==> src/rtl/keccak_round_seq_pkg.sv <==
// rtl/keccak_round_seq_pkg.sv - shared types and rc(t) LFSR helpers for the Keccak round sequencer
package keccak_round_seq_pkg;

  typedef enum logic [1:0] {
    IDLE = 2'd0,
    RUN  = 2'd1,
    DONE = 2'd2
  } seq_state_t;

  // One rc(t) step for the polynomial x^8+x^6+x^5+x^4+1; bit 0 carries rc(t).
  function automatic logic [7:0] lfsr_step(input logic [7:0] r);
    logic       b;
    logic [7:0] n;
    b    = r[7];
    n    = {r[6:0], 1'b0};
    n[0] = n[0] ^ b;
    n[4] = n[4] ^ b;
    n[5] = n[5] ^ b;
    n[6] = n[6] ^ b;
    return n;
  endfunction

  function automatic logic [7:0] lfsr_adv(input logic [7:0] r, input int n);
    logic [7:0] s;
    s = r;
    for (int i = 0; i < n; i++) begin
      s = lfsr_step(s);
    end
    return s;
  endfunction

  // Scatter rc bits j=0..l to lane positions 2^j-1.
  function automatic logic [63:0] rc_expand(input logic [6:0] bits, input int l);
    logic [63:0] rc;
    logic [5:0]  pos;
    rc = '0;
    for (int j = 0; j < 7; j++) begin
      if (j <= l) begin
        pos     = 6'((1 << j) - 1);
        rc[pos] = bits[3'(j)];
      end
    end
    return rc;
  endfunction

endpackage

==> src/rtl/keccak_round_seq_if.sv <==
// rtl/keccak_round_seq_if.sv - round handshake between sequencer and permutation datapath
interface keccak_round_seq_if #(
  parameter int LANE_W = 64
);
  logic              round_valid;
  logic              round_ready;
  logic [4:0]        round_idx;
  logic [LANE_W-1:0] rc_out;
  logic              last_round;

  modport master (
    output round_valid,
    output round_idx,
    output rc_out,
    output last_round,
    input  round_ready
  );

  modport slave (
    input  round_valid,
    input  round_idx,
    input  rc_out,
    input  last_round,
    output round_ready
  );
endinterface

==> src/rtl/keccak_round_seq_rc_lfsr7.sv <==
// rtl/keccak_round_seq_rc_lfsr7.sv - seven rc(t) steps: the round's rc bits plus the next round's state
module keccak_round_seq_rc_lfsr7
  import keccak_round_seq_pkg::*;
(
  input  logic [7:0] lfsr_in,
  output logic [6:0] rc_bits,
  output logic [7:0] lfsr_next
);

  always_comb begin
    logic [7:0] s;
    s       = lfsr_in;
    rc_bits = '0;
    for (int j = 0; j < 7; j++) begin
      rc_bits[3'(j)] = s[0];
      s              = lfsr_step(s);
    end
    lfsr_next = s;
  end

endmodule

==> src/rtl/keccak_round_seq.sv <==
// rtl/keccak_round_seq.sv - sequences round index and LFSR-generated round constant for one Keccak-p permutation
module keccak_round_seq
  import keccak_round_seq_pkg::*;
#(
  parameter int LANE_W     = 64,
  parameter int NUM_ROUNDS = 24
) (
  input  logic                clk,
  input  logic                rst_n,
  input  logic                start,
  input  logic                abort,
  keccak_round_seq_if.master  rnd,
  output logic                busy,
  output logic                done
);

  localparam int         L         = $clog2(LANE_W);
  localparam int         FIRST_IR  = 12 + 2 * L - NUM_ROUNDS;
  localparam int         LAST_IR   = 12 + 2 * L - 1;
  localparam logic [4:0] FIRST_IR5 = 5'(FIRST_IR);
  localparam logic [4:0] LAST_IR5  = 5'(LAST_IR);
  localparam logic [7:0] INIT_LFSR = lfsr_adv(8'h01, 7 * FIRST_IR);
  localparam logic [7:0] INIT_NEXT = lfsr_adv(8'h01, 7 * (FIRST_IR + 1));

  seq_state_t        state_q, state_d;
  logic [4:0]        ir_q, ir_d;
  logic [7:0]        lfsr_q, lfsr_d;
  logic [7:0]        lfsr_nxt_q, lfsr_nxt_d;
  logic [6:0]        rc_bits_d;
  logic [LANE_W-1:0] rc_lane_d;
  logic              accept;
  logic              run_d;

  // Evaluated on the state the register will hold, so rc_out and the
  // pre-advanced state for the next accept are both ready one edge later.
  keccak_round_seq_rc_lfsr7 u_lfsr7 (
    .lfsr_in   (lfsr_d),
    .rc_bits   (rc_bits_d),
    .lfsr_next (lfsr_nxt_d)
  );

  assign accept = (state_q == RUN) && rnd.round_valid && rnd.round_ready;

  always_comb begin
    state_d = state_q;
    ir_d    = ir_q;
    lfsr_d  = lfsr_q;
    case (state_q)
      IDLE: begin
        if (start) begin
          state_d = RUN;
          ir_d    = FIRST_IR5;
          lfsr_d  = INIT_LFSR;
        end
      end
      RUN: begin
        if (accept) begin
          if (rnd.last_round) begin
            state_d = DONE;
          end else begin
            ir_d   = ir_q + 5'd1;
            lfsr_d = lfsr_nxt_q;
          end
        end
      end
      DONE:    state_d = IDLE;
      default: state_d = IDLE;
    endcase
    if (abort) begin
      state_d = IDLE;
    end
    run_d     = (state_d == RUN);
    rc_lane_d = LANE_W'(rc_expand(rc_bits_d, L));
  end

  always_ff @(posedge clk or negedge rst_n) begin
    if (!rst_n) begin
      state_q         <= IDLE;
      ir_q            <= FIRST_IR5;
      lfsr_q          <= INIT_LFSR;
      lfsr_nxt_q      <= INIT_NEXT;
      rnd.round_valid <= 1'b0;
      rnd.round_idx   <= '0;
      rnd.rc_out      <= '0;
      rnd.last_round  <= 1'b0;
      busy            <= 1'b0;
      done            <= 1'b0;
    end else begin
      state_q         <= state_d;
      ir_q            <= ir_d;
      lfsr_q          <= lfsr_d;
      lfsr_nxt_q      <= lfsr_nxt_d;
      rnd.round_valid <= run_d;
      rnd.round_idx   <= run_d ? ir_d : 5'd0;
      rnd.rc_out      <= run_d ? rc_lane_d : '0;
      rnd.last_round  <= run_d && (ir_d == LAST_IR5);
      busy            <= (state_d != IDLE);
      done            <= (state_d == DONE);
    end
  end

endmodule

==> src/flat_wrapper.sv <==
// flat-port wrapper written by rule: the top's interface ports become plain ports
module keccak_round_seq_flat import keccak_round_seq_pkg::*;
#(
  parameter int LANE_W     = 64,
  parameter int NUM_ROUNDS = 24
)
  (clk, rst_n, start, abort, busy, done, rnd_round_valid, rnd_round_idx, rnd_rc_out, rnd_last_round, rnd_round_ready);
  keccak_round_seq_if #(.LANE_W(LANE_W)) rnd_i ();
  input  logic clk;
  input  logic rst_n;
  input  logic start;
  input  logic abort;
  output logic busy;
  output logic done;
  output wire logic [$bits(rnd_i.round_valid)-1:0] rnd_round_valid;
  output wire logic [$bits(rnd_i.round_idx)-1:0] rnd_round_idx;
  output wire logic [$bits(rnd_i.rc_out)-1:0] rnd_rc_out;
  output wire logic [$bits(rnd_i.last_round)-1:0] rnd_last_round;
  input wire logic [$bits(rnd_i.round_ready)-1:0] rnd_round_ready;
  assign rnd_round_valid = rnd_i.round_valid;
  assign rnd_round_idx = rnd_i.round_idx;
  assign rnd_rc_out = rnd_i.rc_out;
  assign rnd_last_round = rnd_i.last_round;
  assign rnd_i.round_ready = rnd_round_ready;
  keccak_round_seq #(.LANE_W(LANE_W), .NUM_ROUNDS(NUM_ROUNDS)) u_core (.clk(clk), .rst_n(rst_n), .start(start), .abort(abort), .rnd(rnd_i), .busy(busy), .done(done));
endmodule
==> config.mk <==
export PLATFORM = sky130hd
export DESIGN_NAME = keccak_round_seq_flat
export DESIGN_NICKNAME = d
export VERILOG_FILES = /design/src/rtl/keccak_round_seq_pkg.sv /design/src/rtl/keccak_round_seq_if.sv /design/src/rtl/keccak_round_seq_rc_lfsr7.sv /design/src/rtl/keccak_round_seq.sv /design/src/flat_wrapper.sv
export SDC_FILE = /design/constraint.sdc
export NUM_CORES = 1
export LEC_CHECK = 0
export ABC_AREA = 1
export CORE_AREA = 2 2 70 72
export DETAILED_ROUTE_END_ITERATION = 12
export DIE_AREA = 0 0 72 74
export PLACE_DENSITY_LB_ADDON = 0.3
export SLEW_MARGIN = 20
export SYNTH_ARGS = -nofsm -noshare
export SYNTH_HDL_FRONTEND = slang
export SYNTH_SLANG_ARGS = --single-unit
==> constraint.sdc <==
create_clock -name clk -period 3.1 [get_ports clk]
set_input_delay 0.465 -clock clk [delete_from_list [all_inputs] [get_ports clk]]
set_output_delay 0.465 -clock clk [all_outputs]
set_load 0.01 [all_outputs]
==> flow_summary.json, run 1 <==
{
  "r2r_cells": 14,
  "crit_fanout": 14,
  "cts_setup_buffers": 0,
  "drive_above_1_share_pct": 9.474,
  "yosys_warnings": 0,
  "synth_edf_count": 0,
  "slew_headroom_pct": 43.30,
  "clk_pin_slew_worst_paths_ns": 0.07,
  "slew_violations": 0,
  "rsz0062_at_grt": "no",
  "whs_path_depth": 2,
  "synth-xor-area-share_pct": 4.795,
  "cts.repair.resized": 0,
  "path_cells": "clkdlybuf4s50_1 > nand2_1 > inv_1 > nand3_4 > nand2_1 > nand3_2 > inv_1 > nand2_1 > nand2_1 > nand2_1 > nand3_1 > nand2_1 > inv_1 > nand2_1 > nand2_1",
  "wl_per_cell_microns": 10.24,
  "worst_pin_slew_ns": 0.8479,
  "synth-adder-area-share_pct": 0.5708,
  "yosysSeqAreaShare_pct": 41.21,
  "synthDistinctLibCells": 36,
  "power_leakage_nw": 1.244,
  "root_buffer": "clkbuf_8",
  "antenna_found_initial": 0,
  "syn_area_sq_mm": 0.002192,
  "io_buffers": 17,
  "vias": 1459,
  "core_area_sq_mm": 0.004598,
  "cts_tree": "built",
  "io_pins": 78,
  "track_usage_pct": 13.74,
  "swShare_pct": 28.58,
  "ys.flop_type": "dfrtp_1",
  "peakVddDrop_mv": 0.1829,
  "synth.area.top_cells": "dfrtp_1 39%, buf_4 21%, nand2_1 11%, inv_1 5.5%, nand3_1 3.0%",
  "start_kind": "input port",
  "finalCritPeriodShare_pct": 74.94,
  "cp_common_cell": "nand2_1",
  "fin_crit_ns": 2.323,
  "maxCapViolCount": 0,
  "ant_nets": 0,
  "die_y_microns": 74,
  "arrival_ns": 2.55,
  "cts_hold_buf": 0,
  "die_w_microns": 72,
  "worstSetupEndpointType": "flop",
  "first_global_vias": 1197,
  "gp_congestion": 0.8057,
  "final_hold_viol_count": 0,
  "diodes": 0,
  "clock.fmax_ghz": 0.4305,
  "syn_inst": 260,
  "wl_mm": 3.471,
  "synth_area_per_cell_sq_um": 8.431,
  "synth_top_family_by_area": "buffers and inverters",
  "power.internal_uw": 719.4,
  "hold_class": "flop to flop",
  "h-tree-depth": 2,
  "ys_ff_latch": 36,
  "setup_violations": 0,
  "final_nets": 290,
  "worst_path_max_delay_cell": "clkdlybuf4s50_1",
  "async_flop_share_pct": 100.0,
  "power_density_mw_per_mm2": 440.2,
  "grt_pass1_wl_mm": 5.451,
  "fin_total_pwr_mw": 1.007,
  "synth-simple-area-share_pct": 21.63,
  "path_class": "input port to flop",
  "die_area_sq_mm": 0.005328,
  "drc": 0,
  "yosys.area.top_type": "dfrtp_1",
  "skew_ns": 0.008576,
  "grt_max_degree": 21,
  "synth.top_cell.area_share_pct": 38.81,
  "utilization_pct": 49.77,
  "clk_latency_ns": 0.28,
  "dp_hpwl_mm": 2.773,
  "drtPass1Iterations": 4,
  "timing.setup.tns_ns": 0,
  "cts_buffer_depth": 2,
  "row_count": 25,
  "numCtsBuffers": 5,
  "combPwrFrac_pct": 18.2,
  "overflow": 0,
  "critPathRequiredTime_ns": 3.32,
  "pwr-share-clk_pct": 30.4,
  "slowest_delay_ns": 0.45,
  "drt_iter0_markers": 47,
  "synth_compound_area_share_pct": 4.509,
  "cts_num_sinks": 36,
  "avgViaCountPerCell": 4.304,
  "switchingPower_uw": 287.9,
  "power_frac_seq_pct": 51.4,
  "outcome": "complete, no violations",
  "synthMuxAreaShare_pct": 0,
  "start_util_pct": 47.67,
  "area_growth_pct": 4.395
}
## power by group through the flow
stage	Combinational (mW)	Sequential [mW]	Clock (mW)
global placement	0.181	0.526	0
CTS	0.183	0.518	0.317
detailed placement	0.183	0.527	0
finish	0.183	0.518	0.306
floorplan	0.189	0.526	0
global route	0.211	0.520	0.340
## worst paths after layout
path	slack (ns)	end	start
worst max register to register	0.99	u_core.lfsr_nxt_q[7]$_DFF_PN1_	u_core.state_q[0]$_DFF_PN0_
min in group asynchronous	0.67	u_core.rnd.round_idx[1]$_DFF_PN0_	rst_n
max in group asynchronous	1.78	u_core.state_q[1]$_DFF_PN0_	rst_n
worst min register to register	0.55	u_core.lfsr_q[3]$_DFF_PN0_	u_core.lfsr_nxt_q[3]$_DFF_PN0_
worst max-delay path	0.78	u_core.lfsr_nxt_q[7]$_DFF_PN1_	rnd_round_ready
worst min-delay path	0.55	u_core.lfsr_q[3]$_DFF_PN0_	u_core.lfsr_nxt_q[3]$_DFF_PN0_
## metrics by stage
| stage | hold WS [ns] | instances | setup WS (ns) | cell area [sq um] |
|---|---|---|---|---|
| after detailed placement | 0.5370 | 331 | 0.4976 | 2207 |
| after floorplan | 0.1694 | 319 | 1.346 | 2414 |
| after global routing | 0.5904 | 339 | 0.5131 | 2288 |
| after global placement | 0.5356 | 331 | 0.5394 | 2207 |
| after CTS | 0.5534 | 339 | 0.7874 | 2288 |
| final | 0.5500 | 339 | 0.7770 | 2288 |
## critical path, delay by kind of cell
kind                   cells  cell delay, ns
AND/OR/NAND/NOR           11            1.26
buffers and inverters      4            0.81
## state kept, by name, indices dropped and copies added (netlist names)
name and count:
u_core.lfsr_nxt_q 8, u_core.state_q 2, u_core.rnd.rc_out 4, u_core.rnd.round_valid 1, u_core.busy 1, u_core.ir_q 5
u_core.lfsr_q 8, u_core.rnd.round_idx 5, u_core.rnd.last_round 1, u_core.done 1
## synthesized netlist by cell type (2+ instances only)
library cell   n
inv_2          2
nand3_1       13
buf_4         60
nor3_2         2
xnor3_1        2
nand2_1       67
dfrtp_1       34
nand3_2        2
o21ai_0        3
a21oi_1        2
dfstp_2        2
nand2_2        2
inv_1         32
nor2_1        12
xor2_1         4
## cells in the final DEF (no fill, tap or decap), types with 2 or more instances in the layout
cell type,synthesis,layout
a21oi_1,2,2
inv_1,32,32
nand2_1,67,67
conb_1,1,60
nor3_2,2,2
dfstp_2,2,2
clkbuf_8,0,5
dfrtp_1,34,34
clkdlybuf4s50_1,0,17
nand2_2,2,2
nor2_1,12,12
nand3_2,2,2
xnor3_1,2,2
buf_4,60,3
xor2_1,4,4
nand3_1,13,13
inv_2,2,2
o21ai_0,3,3
clkbuf_1,0,2
## kinds of logic (layout without fill, tap and decap cells)
family	after synthesis	count (layout)
fa+ha+maj	1	1
buf+inv	96	62
compound gates	13	13
simple gates	105	105
xor+xnor	8	8
other cells	1	60
flops	36	36
## final cells by class
type	count	area (sq um)
Clock buffer	7	76.32
Clock inverter	1	5.005
Fill cell	446	2310
Inverter	34	127.6
Multi-Input combinational cell	187	915.9
Sequential cell	36	903.4
Tap cell	54	67.56
Timing Repair Buffer	20	192.7
## routing by layer
| layer | routed length (microns) | track usage, % | vias to the layer above | share of wire (%) |
|---|---|---|---|---|
| met5 | 0 | 0 | - | 0 |
| met2 | 1752 | 22.53 | 49 | 50 |
| li1 | - | - | 720 | - |
| met3 | 221 | 3.794 | 11 | 6.4 |
| met4 | 95 | 6.499 | 0 | 2.7 |
| met1 | 1401 | 16.98 | 679 | 40 |
Power figures use the tool's default switching activity.
==> inputs of run 2 (changes only) <==
--- a/config.mk
+++ b/config.mk
@@ -6,9 +6,9 @@
 export NUM_CORES = 1
 export LEC_CHECK = 0
 export ABC_AREA = 1
-export CORE_AREA = 2 2 70 72
+export CORE_AREA = 2 2 77 79
 export DETAILED_ROUTE_END_ITERATION = 12
-export DIE_AREA = 0 0 72 74
+export DIE_AREA = 0 0 79 81
 export PLACE_DENSITY_LB_ADDON = 0.3
 export SLEW_MARGIN = 20
 export SYNTH_ARGS = -nofsm -noshare
==> constraint.sdc (replaced) <==
create_clock -name clk -period 2.1 [get_ports clk]
set_input_delay 0.315 -clock clk [delete_from_list [all_inputs] [get_ports clk]]
set_output_delay 0.315 -clock clk [all_outputs]
set_load 0.01 [all_outputs]
==> flow_summary.json, run 2 (synthesized netlist as in run 1, its figures left out) <==
{
  "gp_congestion": 0.7868,
  "antenna_found_initial": 0,
  "finalCritPeriodShare_pct": 89.66,
  "cts_buffer_depth": 2,
  "utilization_pct": 44.03,
  "swShare_pct": 28.84,
  "drc": 0,
  "clk_latency_ns": 0.28,
  "final_nets": 311,
  "ant_nets": 0,
  "core_area_sq_mm": 0.005675,
  "overflow": 0,
  "vias": 1502,
  "skew_ns": 0.004634,
  "row_count": 28,
  "cts_tree": "built",
  "instances_no_fill": 381,
  "cts_hold_buf": 0,
  "rr_startpoint": "u_core.state_q[1]$_DFF_PN0_",
  "final_hold_viol_count": 0,
  "pwr-share-clk_pct": 31.7,
  "worstSetupEndpointType": "flop",
  "start_kind": "input port",
  "grt_max_degree": 37,
  "outcome": "complete, no violations",
  "peakVddDrop_mv": 0.2110,
  "root_buffer": "clkbuf_8",
  "first_global_vias": 1320,
  "arrival_ns": 2.11,
  "switchingPower_uw": 452.2,
  "fin_total_pwr_mw": 1.568,
  "power_leakage_nw": 1.342,
  "path_class": "input port to flop",
  "power.internal_mw": 1.116,
  "rsz0062_at_grt": "no",
  "critPathRequiredTime_ns": 2.32,
  "hold_class": "input port to asynchronous set/reset pin",
  "io_pins": 78,
  "power_density_mw_per_mm2": 627.5,
  "r2r_cells": 10,
  "power_frac_seq_pct": 48.8,
  "grt_pass1_wl_mm": 6.051,
  "track_usage_pct": 12.44,
  "dp_hpwl_mm": 2.861,
  "h-tree-depth": 2,
  "placed_cells": 372,
  "reg2reg_setup_slack_ns": 0.25,
  "cts_num_sinks": 36,
  "setup_violations": 0,
  "clock.fmax_ghz": 0.5311,
  "numCtsBuffers": 5,
  "crit_fanout": 5,
  "final_common_cell": "nand2_1",
  "die_area_sq_mm": 0.006399,
  "maxCapViolCount": 0,
  "drive_above_1_share_pct": 17.97,
  "area_growth_pct": 13.98,
  "avgViaCountPerCell": 3.942,
  "worst_r2r_endpoint": "u_core.lfsr_nxt_q[0]$_DFF_PN0_",
  "diodes": 0,
  "reg_top3": "u_core.lfsr_nxt_q x8, u_core.lfsr_q x8",
  "start_util_pct": 38.62,
  "combPwrFrac_pct": 19.5,
  "wl_per_cell_microns": 9.743,
  "wl_mm": 3.712,
  "clk_pin_slew_worst_paths_ns": 0.07,
  "io_buffers": 17,
  "die_y_microns": 81,
  "die_w_microns": 79,
  "fin_crit_ns": 1.883,
  "slew_violations": 0,
  "final_cell_mix": "65 x nand2_1, 60 x conb_1, 34 x dfrtp_1, 29 x inv_1, 23 x buf_4",
  "drtPass1Iterations": 4,
  "drt_iter0_markers": 59
}
==> run 2: cell types whose count changed in the layout (fill, tap and decap cells not counted) <==
cell	previous run	this run
inv_2	2	5
inv_1	32	29
buf_4	3	23
clkbuf_1	2	0
nand2_1	67	65
clkinv_2	1	2
nand2_2	2	4
nand3_4	1	2
clkbuf_8	5	6
==> run 2: repair_timing <==
action	4_1_cts	5_1_grt
setup buffers	0	0
endpoints found under the setup margin	0	3
resized for setup	0	6
==> run 2: cell type report <==
type	instances	area, sq um
repair buffers	40	342.8
well taps	75	93.84
clock buffers	6	82.58
fillers	592	3177
inverters	34	127.6
clock inverters	2	10.01
flip-flops and latches	36	903.4
multi-input cells	188	938.4
==> run 2: worst max path at each step <==
stage | startpoint | to | slack (ns) | cells after the start
global placement | rnd_round_ready | u_core.lfsr_nxt_q[6]$_DFF_PN0_ | -0.20 | 15
floorplan | u_core.rnd.round_valid$_DFF_PN0_ | u_core.lfsr_nxt_q[6]$_DFF_PN0_ | 0.41 | 14
CTS | rnd_round_ready | u_core.lfsr_nxt_q[0]$_DFF_PN0_ | 0.08 | 15
detailed placement | rnd_round_ready | u_core.lfsr_nxt_q[0]$_DFF_PN0_ | -0.20 | 15
global route | rnd_round_ready | u_core.lfsr_nxt_q[7]$_DFF_PN1_ | 0.006 | 12
finish | rnd_round_ready | u_core.lfsr_nxt_q[0]$_DFF_PN0_ | 0.22 | 12
==> run 2: metal layers <==
metal / wire length (microns) / up-vias / GRT usage [%] / share of wire, %
met1: 1555 / 684 / 14.74 / 42
met2: 1877 / 48 / 21.27 / 51
li1: - / 763 / - / -
met4: 51 / 0 / 5.000 / 1.4
met3: 228 / 7 / 3.667 / 6.1
met5: 0 / - / 0 / 0
==> run 2: power by group through the flow <==
stage | Clock [mW] | Sequential (mW) | Combinational, mW
2_1_floorplan | 0 | 0.777 | 0.279
3_3_place_gp | 0 | 0.778 | 0.298
3_5_place_dp | 0 | 0.780 | 0.301
4_1_cts | 0.518 | 0.766 | 0.302
5_1_grt | 0.546 | 0.769 | 0.348
6_report | 0.497 | 0.766 | 0.305
==> run 2: metrics by stage <==
stage	cell area, sq um	setup WS [ns]	TNS [ns]	hold WS, ns
after floorplan	2414	0.4132	0	0.01941
after global placement	2384	-0.2050	-0.9399	0.5433
after detailed placement	2384	-0.2025	-0.8577	0.5445
after CTS	2476	0.08479	0	0.4562
after global routing	2499	0.006402	0	0.5096
final	2499	0.2171	0	0.4466
==> run 2: worst max-delay path: stages <==
cell and delay (ns):
clkdlybuf4s50_1 0.45, nand2_1 0.10, inv_2 0.10, nand3_4 0.12, o21ai_2 0.24, xor2_1 0.31
nand2_1 0.08, nand2_1 0.12, nand2_1 0.06, nand2_1 0.09, nand2_1 0.06, nand2_1 0.06
==> inputs of run 3 (changes only) <==
--- a/config.mk
+++ b/config.mk
@@ -6,11 +6,12 @@
 export NUM_CORES = 1
 export LEC_CHECK = 0
 export ABC_AREA = 1
-export CORE_AREA = 2 2 77 79
+export CORE_AREA = 2 2 89 91
+export CTS_CLUSTER_DIAMETER = 150
 export DETAILED_ROUTE_END_ITERATION = 12
-export DIE_AREA = 0 0 79 81
+export DIE_AREA = 0 0 91 93
 export PLACE_DENSITY_LB_ADDON = 0.3
-export SLEW_MARGIN = 20
+export SLEW_MARGIN = 25
 export SYNTH_ARGS = -nofsm -noshare
 export SYNTH_HDL_FRONTEND = slang
 export SYNTH_SLANG_ARGS = --single-unit
==> flow_summary.json, run 3 (synthesized netlist as in run 1, its figures left out) <==
{
  "outcome": "complete, no violations",
  "wl_per_cell_microns": 9.628,
  "multi_input_area_sq_um": 948.4,
  "slew_violations": 0,
  "die_w_microns": 91,
  "h-tree-depth": 2,
  "final_cell_mix": "65 x nand2_1, 60 x conb_1, 34 x dfrtp_1, 29 x inv_1, 26 x buf_4",
  "grt_max_degree": 37,
  "power_leakage_nw": 1.361,
  "die_area_sq_mm": 0.008463,
  "io_buffers": 17,
  "final_common_cell": "nand2_1",
  "final_nets": 314,
  "cts_tree": "built",
  "path_class": "input port to flop",
  "overflow": 0,
  "cts_setup_buffers": 0,
  "hold_class": "input port to asynchronous set/reset pin",
  "first_global_vias": 1331,
  "track_usage_pct": 9.121,
  "peakVddDrop_mv": 0.2281,
  "row_count": 32,
  "timing.setup.tns_ns": 0,
  "clk_latency_ns": 0.29,
  "dp_hpwl_mm": 2.992,
  "io_pins": 78,
  "cp_common_cell": "nand2_1",
  "regArea_sq_um": 903.4,
  "power_density_mw_per_mm2": 647.3,
  "reg_top3": "u_core.lfsr_nxt_q x8, u_core.lfsr_q x8",
  "fill_cells": 802,
  "cts_num_sinks": 36,
  "cp_num_buf_inv": 3,
  "diodes": 0,
  "avgViaCountPerCell": 3.647,
  "root_buffer": "clkbuf_8",
  "start_util_pct": 29.12,
  "clock.fmax_ghz": 0.5254,
  "core_area_sq_mm": 0.007527,
  "die_y_microns": 93,
  "grt_pass1_wl_mm": 6.072,
  "drive_above_1_share_pct": 19.09,
  "vias": 1499,
  "placed_cells": 402,
  "instances_no_fill": 411,
  "drc": 0,
  "numCtsBuffers": 5,
  "setup_violations": 0,
  "worst_path_max_delay_cell": "clkdlybuf4s50_1",
  "antenna_found_initial": 0,
  "gp_congestion": 0.8182,
  "final_hold_viol_count": 0,
  "wl_mm": 3.957,
  "worstSetupEndpointType": "flop",
  "path_cells": "clkdlybuf4s50_1 > nand2_1 > inv_2 > nand3_4 > o21ai_4 > inv_2 > nand2_1 > nand2_1 > nand2_1 > nand2_1 > nand2_1 > nand2_1 > nand2_1 > nand2_1",
  "ant_nets": 0,
  "fin_crit_ns": 1.903,
  "crit_fanout": 7,
  "cp.depth": 14,
  "finalCritPeriodShare_pct": 90.63,
  "skew_ns": 0.006726,
  "arrival_ns": 2.08,
  "slowest_delay_ns": 0.46,
  "cts_buffer_depth": 2,
  "whs_ns": 0.4462,
  "rsz0062_at_grt": "no",
  "maxCapViolCount": 0,
  "critPathRequiredTime_ns": 2.27,
  "r2r_cells": 13,
  "clk_pin_slew_worst_paths_ns": 0.07,
  "cp_top_family": "simple AND/OR/NAND/NOR gates",
  "area_growth_pct": 17.87,
  "start_kind": "input port",
  "drt_iter0_markers": 27,
  "fin_total_pwr_mw": 1.673,
  "drtPass1Iterations": 4
}
[run 3: changes by cell type in the layout (fill, tap and decap cells not counted), sizes merged]
cell and change:
buf +3, bufinv +1, clkbuf -1, clkinv -1
clkinvlp +1
[run 3: path summary, 6_finish.rpt]
path                                                 from                                end  slack, ns
setup / recovery                          rnd_round_ready     u_core.lfsr_nxt_q[6]$_DFF_PN0_       0.20
hold / removal                                      rst_n  u_core.rnd.round_idx[0]$_DFF_PN0_       0.45
setup reg to reg              u_core.state_q[0]$_DFF_PN0_     u_core.lfsr_nxt_q[6]$_DFF_PN0_       0.21
hold reg to reg            u_core.lfsr_nxt_q[3]$_DFF_PN0_         u_core.lfsr_q[3]$_DFF_PN0_       0.54
max in group asynchronous                           rst_n         u_core.lfsr_q[0]$_DFF_PN1_       1.31
min in group clk           u_core.lfsr_nxt_q[3]$_DFF_PN0_         u_core.lfsr_q[3]$_DFF_PN0_       0.54
[run 3: cell type report]
class | count | share of cell area (%)
Clock buffer | 5 | 2.663
Clock inverter | 3 | 1.646
Inverter | 34 | 4.939
Multi-Input combinational cell | 188 | 36.71
Sequential cell | 36 | 34.96
Tap cell | 102 | 4.939
Timing Repair Buffer | 43 | 14.14
[run 3: layer usage]
layer	routed length (microns)	GRT usage, %	share of wire [%]	up-vias
li1	-	-	-	765
met1	1630	10.36	41	675
met2	2038	16.48	52	53
met3	232	2.337	5.9	6
met4	55	3.409	1.4	0
met5	0	0	0	-
[run 3: stage by stage]
stage                     setup WS [ns]  utilization [%]  cell area, sq um
after detailed placement        -0.2189            32.41              2440
after global routing            0.02295            34.33              2584
final                            0.1968            34.33              2584
after floorplan                  0.4132                -              2414
after global placement          -0.1604            32.41              2440
after CTS                       0.07680            33.89              2551
[run 3: what timing repair did]
| item | CTS | global route |
|---|---|---|
| gates resized for setup | 0 | 8 |
| hold buffers | 0 | 0 |
| setup endpoints to repair | 0 | 4 |
[run 3: power by group]
group / total, mW / internal (mW) / switching (mW)
Sequential: 0.763 / 0.748 / 0.0153
Combinational: 0.315 / 0.111 / 0.204
Clock: 0.594 / 0.351 / 0.243
